File: config.mk
export PLATFORM = sky130hd
export DESIGN_NAME = keypad_key_decoder
export DESIGN_NICKNAME = d
export VERILOG_FILES = /design/src/rtl/keypad_key_decoder.sv
export SDC_FILE = /design/constraint.sdc
export NUM_CORES = 1
export LEC_CHECK = 0
export ABC_AREA = 1
export BUFFER_PORTS_ARGS = -buffer_cell sky130_fd_sc_hd__buf_2
export CAP_MARGIN = 20
export CORE_MARGIN = 4
export CORE_UTILIZATION = 53
export DETAILED_ROUTE_END_ITERATION = 8
export PLACE_DENSITY = 0.75
export SLEW_MARGIN = 15
export SYNTH_ARGS = -nofsm -noshare
export SYNTH_HDL_FRONTEND = slang
export SYNTH_SLANG_ARGS = --single-unit
File: constraint.sdc
create_clock -name clk -period 1.9 [get_ports clk]
set_input_delay 0.285 -clock clk [delete_from_list [all_inputs] [get_ports clk]]
set_output_delay 0.285 -clock clk [all_outputs]
set_load 0.01 [all_outputs]
File: src/rtl/keypad_key_decoder.sv
// -----------------------------------------------------------------------------
// keypad_key_decoder
//
// Consumer end of the keypad scanner. Each one-cycle key_coord pulse
// {row[3:0], col[3:0]} (active-low one-hot nibbles) is decoded to a 4-bit key
// code in a capture stage, then written into a first-word-fall-through FIFO
// that the CPU drains with a valid/read handshake. Dropped keys (FIFO full)
// and undecodable coordinates raise sticky error flags.
//
// All state updates on the falling edge of clk, matching the scanner.
//
// Ports:
//   clk        system clock (falling-edge active)
//   rst_n      asynchronous active-low reset
//   key_coord  {row,col} from scanner; 8'h00 = no event
//   key_rd     pop request, honoured only while key_valid=1
//   clr_err    clears overflow and bad_coord (a coincident set wins)
//   key_data   code of the oldest queued key, 0 when empty
//   key_valid  FIFO non-empty
//   key_count  queued entries, 0..DEPTH
//   overflow   sticky: a decoded key was dropped because the FIFO was full
//   bad_coord  sticky: a nonzero coordinate could not be decoded
// -----------------------------------------------------------------------------
module keypad_key_decoder #(
    parameter int DEPTH  = 8,
    parameter int ADDR_W = 3
) (
    input  logic              clk,
    input  logic              rst_n,
    input  logic [7:0]        key_coord,
    input  logic              key_rd,
    input  logic              clr_err,
    output logic [3:0]        key_data,
    output logic              key_valid,
    output logic [ADDR_W:0]   key_count,
    output logic              overflow,
    output logic              bad_coord
);

    localparam logic [ADDR_W:0] L_DEPTH = (ADDR_W+1)'(DEPTH);

    // Decode signals
    logic [1:0]        w_row_idx;
    logic [1:0]        w_col_idx;
    logic              w_row_ok;
    logic              w_col_ok;
    logic [3:0]        w_code;
    logic              w_event;
    logic              w_good;
    logic              w_bad;

    // FIFO control
    logic              w_full;
    logic              w_pop;
    logic              w_push;

    // State
    logic [3:0]        r_s1_code;
    logic              r_s1_pend;
    logic [3:0]        r_mem [DEPTH];
    logic [ADDR_W-1:0] r_wr_ptr;
    logic [ADDR_W-1:0] r_rd_ptr;
    logic [ADDR_W:0]   r_count;
    logic              r_overflow;
    logic              r_bad_coord;

    // NOTE: every combinational output gets a default first so no path through
    // the case statements leaves it unassigned, which would infer a latch.
    always_comb begin
        w_row_idx = 2'd0;
        w_row_ok  = 1'b1;
        case (key_coord[7:4])
            4'b0111: w_row_idx = 2'd0;
            4'b1011: w_row_idx = 2'd1;
            4'b1101: w_row_idx = 2'd2;
            4'b1110: w_row_idx = 2'd3;
            default: w_row_ok  = 1'b0;
        endcase

        w_col_idx = 2'd0;
        w_col_ok  = 1'b1;
        case (key_coord[3:0])
            4'b0111: w_col_idx = 2'd0;
            4'b1011: w_col_idx = 2'd1;
            4'b1101: w_col_idx = 2'd2;
            4'b1110: w_col_idx = 2'd3;
            default: w_col_ok  = 1'b0;
        endcase

        // Telephone-style layout; '*' maps to E and '#' to F.
        w_code = 4'h0;
        case ({w_row_idx, w_col_idx})
            4'd0:  w_code = 4'h1;
            4'd1:  w_code = 4'h2;
            4'd2:  w_code = 4'h3;
            4'd3:  w_code = 4'hA;
            4'd4:  w_code = 4'h4;
            4'd5:  w_code = 4'h5;
            4'd6:  w_code = 4'h6;
            4'd7:  w_code = 4'hB;
            4'd8:  w_code = 4'h7;
            4'd9:  w_code = 4'h8;
            4'd10: w_code = 4'h9;
            4'd11: w_code = 4'hC;
            4'd12: w_code = 4'hE;
            4'd13: w_code = 4'h0;
            4'd14: w_code = 4'hF;
            default: w_code = 4'hD;
        endcase
    end

    assign w_event = (key_coord != 8'h00);
    assign w_good  = w_event && w_row_ok && w_col_ok;
    assign w_bad   = w_event && !(w_row_ok && w_col_ok);

    // Full/empty come from the count so pointer wrap needs no extra bit.
    assign w_full  = (r_count == L_DEPTH);
    assign w_pop   = key_valid && key_rd;
    // A pop on the same edge frees the slot, so a full FIFO still accepts.
    assign w_push  = r_s1_pend && (!w_full || w_pop);

    // Capture stage: one register per event, no merging of adjacent pulses.
    // NOTE: sequential state uses non-blocking assignments so every register
    // samples pre-edge values regardless of statement order.
    always_ff @(negedge clk or negedge rst_n) begin
        if (!rst_n) begin
            r_s1_code <= 4'h0;
            r_s1_pend <= 1'b0;
        end else begin
            r_s1_pend <= w_good;
            if (w_good) begin
                r_s1_code <= w_code;
            end
        end
    end

    // Pointers and occupancy.
    always_ff @(negedge clk or negedge rst_n) begin
        if (!rst_n) begin
            r_wr_ptr <= '0;
            r_rd_ptr <= '0;
            r_count  <= '0;
        end else begin
            if (w_push) begin
                r_wr_ptr <= r_wr_ptr + ADDR_W'(1);
            end
            if (w_pop) begin
                r_rd_ptr <= r_rd_ptr + ADDR_W'(1);
            end
            if (w_push && !w_pop) begin
                r_count <= r_count + (ADDR_W+1)'(1);
            end else if (w_pop && !w_push) begin
                r_count <= r_count - (ADDR_W+1)'(1);
            end
        end
    end

    // NOTE: the storage array has no reset; the count gates every read, so
    // stale contents are never visible and the array can map to plain RAM.
    always_ff @(negedge clk) begin
        if (w_push) begin
            r_mem[r_wr_ptr] <= r_s1_code;
        end
    end

    // Sticky error flags: set has priority over clear.
    always_ff @(negedge clk or negedge rst_n) begin
        if (!rst_n) begin
            r_overflow  <= 1'b0;
            r_bad_coord <= 1'b0;
        end else begin
            if (r_s1_pend && w_full && !w_pop) begin
                r_overflow <= 1'b1;
            end else if (clr_err) begin
                r_overflow <= 1'b0;
            end
            if (w_bad) begin
                r_bad_coord <= 1'b1;
            end else if (clr_err) begin
                r_bad_coord <= 1'b0;
            end
        end
    end

    assign key_valid = (r_count != '0);
    assign key_data  = key_valid ? r_mem[r_rd_ptr] : 4'h0;
    assign key_count = r_count;
    assign overflow  = r_overflow;
    assign bad_coord = r_bad_coord;

endmodule

==> flow_summary.yaml <==
synthesis:
  yosysSeqAreaShare: 0.560
  synth.area.top_cells: "edfxtp_1, dfrtn_1, nand2_1, nor2_1, ha_1"
  synth_area_per_cell_um2: 9.67
  yosysTopAreaCell: "edfxtp_1"
  synthDistinctLibCells: 32
  syn-num-nets: 279
  synth_top_cell_area_share: 0.388
  synth_cells: 256
  yosys_warnings: 0
  netlist_area_um2: 2470
  synth-seq-cells: 49
placed_design:
  port_buffers: 22
  post-place-ws_ps: -942
  finalWeightedCongestion: 0.790
  placed_area_um2: 3000
  dp_hpwl_um: 3690
worst_hold_path:
  hp-class: "reg2reg"
drt:
  routedWlPerCell_um: 16.0
  drt-initial-drc-count: 169
  viasPerCell: 5.51
  dr.pass1.iters: 5
  routed_wl_um: 6460
  drcViolationCount: 0
  vias: 2221
  drtAntennaViolNets: 0
sta:
  hold_ws_ps: 505
  slew_headroom: 0.736
  skew_ps: 71.5
  setup_tns_ps: -11840
  finalHoldViolCount: 0
  tightestPinTransition_ps: 396
  setup_violations: 52
  rsz0062_at_grt: "true"
  drv_slew: 0
  setup_ws_ps: -957
status:
  failed_checks: "negative setup slack"
  status: "finished, violations left"
die:
  fp.coreArea_um2: 4440
  dieArea_um2: 5830
  rows: 24
  die_w_um: 76.3
  fp.dieH_um: 76.3
  initial_core_util: 0.557
  num_io_pins: 23
global_routing:
  grt-ovfl-total: 0
  met1_usage: 0.256
  met2_usage: 0.402
  grt.total_usage: 0.222
  grt_max_degree: 18
  grt_first_pass_wirelength_um: 10300
  antenna_found_initial: 0
  grt_pass1_vias: 2186
  use_met3: 0.0390
  busiest_layer: "met2"
worst_setup_path:
  cp_max_fo: 17
  cp-end-kind: "output port"
  critPathRequiredTime_ps: 1620
  start_kind: "register"
  crit_type: "reg2out"
  worst-endpoint-arrival_ps: 2570
power:
  power_frac_seq: 0.322
  clkPwrFrac: 0.198
  p_int_uw: 2770
  netSwitchingPower_uw: 1950
  leakage_uw: 0.00167
  combPwrFrac: 0.480
  powerDensity_nw_per_um2: 1290
  finalPower_uw: 4720
  max-vdd-ir-drop_uv: 587
  switching_share: 0.414
clocking:
  postCtsHoldBufs: 0
  clk_pin_slew_worst_paths_ps: 70
  cts_max_level: 2
  clock_path_buffers: 2
  cts.sinks: 49
  clk_latency_ps: 370
  clk_root_buffer_cell: "clkbuf_8"
  cts_tree: "done"
  cts_buffers: 5
layout:
  syn2layout_area_growth_pct: 48.0
  diodes: 0
  fin_area_um2: 3660
  drive_gt1_frac: 0.416
  fin_nets: 373
flow_run:
  cap_violations: 0
## stage by stage
| step | std cells | utilization |
|---|---|---|
| after floorplan | 256 | - |
| after global placement | 352 | 0.675 |
| after detailed placement | 352 | 0.675 |
| after CTS | 398 | 0.794 |
| after global routing | 403 | 0.824 |
| final | 403 | 0.824 |
## registers in the layout, indices dropped and copies added (netlist names)
register and flops:
bad_coord 1, key_count 4, overflow 1, r_mem 32, r_rd_ptr 3, r_s1_code 4
r_s1_pend 1, r_wr_ptr 3
## critical path, cell delays in order (launching register included)
cell	delay (ps)
dfrtn_1	460
buf_12	150
inv_4	80
nor2_1	140
o22ai_1	120
nor2_1	170
nor2_2	60
buf_2	130
## power groups by stage
stage / registers (µW) / clock network (µW) / logic, µW
floorplan: 1520 / 104 / 1050
global placement: 1500 / 104 / 1670
detailed placement: 1500 / 104 / 1720
CTS: 1520 / 932 / 2050
global route: 1540 / 1060 / 2440
finish: 1520 / 933 / 2270
## synth_stat cells
| cell type | instances |
|---|---|
| nand2_1 | 53 |
| nor2_1 | 43 |
| edfxtp_1 | 32 |
| inv_1 | 23 |
| o21ai_0 | 20 |
| dfrtn_1 | 17 |
| ha_1 | 10 |
| nand3_1 | 9 |
| nand2_2 | 6 |
| o22ai_1 | 6 |
| o211ai_1 | 4 |
| xnor2_1 | 4 |
| nand4_1 | 3 |
| buf_6 | 2 |
| inv_2 | 2 |
| inv_4 | 2 |
| nand3_2 | 2 |
| nor2_2 | 2 |
| or2_1 | 2 |
| xor2_1 | 2 |
| a21o_1 | 1 |
| a21oi_1 | 1 |
| buf_2 | 1 |
| buf_4 | 1 |
| clkbuf_1 | 1 |
| fa_1 | 1 |
| mux2_2 | 1 |
| nand2_4 | 1 |
| nand3b_1 | 1 |
| nand4_2 | 1 |
| nor2_4 | 1 |
| nor3_1 | 1 |
## per-layer routing
layer	routed length, µm	part of all wire	vias to the layer above
li1	-	-	1041
met1	2400	0.37	1072
met2	3580	0.55	85
met3	288	0.045	23
met4	193	0.030	0
met5	0	0	-
## final timing paths
kind                       slack [ps]          from  cells past startpoint           end
setup / recovery                 -960   r_rd_ptr[0]                      7   key_data[3]
hold / removal                    510     bad_coord                      2     bad_coord
setup reg to reg                 -250  key_count[1]                     15  key_count[3]
hold reg to reg                   510     bad_coord                      2     bad_coord
max in group asynchronous         860         rst_n                      1   r_wr_ptr[2]
min in group asynchronous         730         rst_n                      1  r_s1_code[0]
## layout by cell type, fill, tap and decap left out, drive strengths merged, types with 4 or more instances in the layout
master / count
buf: 61
inv: 60
nand2: 60
nor2: 46
edfxtp: 32
o21ai: 20
dfrtn: 17
nand3: 11
ha: 10
o22ai: 6
clkbuf: 5
o211ai: 4
nand4: 4
xnor2: 4
## area by class of cell
cell class / instances / area, µm²
multi-input combinational: 175 / 1280
inverter: 26 / 140
sequential: 49 / 1390
timing repair buffer: 61 / 567
clock buffer: 5 / 68.8
clock inverter: 35 / 151
fill: 252 / 782
tap: 52 / 65.1
## kinds of logic after synthesis
| logic type | share of synthesized area |
|---|---|
| and+or+nand+nor | 0.224 |
| muxes | 0.00455 |
| AOI/OAI and AO/OA | 0.0728 |
| DFF | 0.560 |
| buffers and inverters | 0.0586 |
| xor gates and xnor gates | 0.0212 |
| adders and majority gates | 0.0586 |
## timing repair
action                     in CTS  in global routing
pin swaps                      24                 31
gates resized for setup        63                 29
setup endpoints to repair      52                 54
setup buffers                   8                  8
Note: power is estimated with default switching activity, not from simulation.
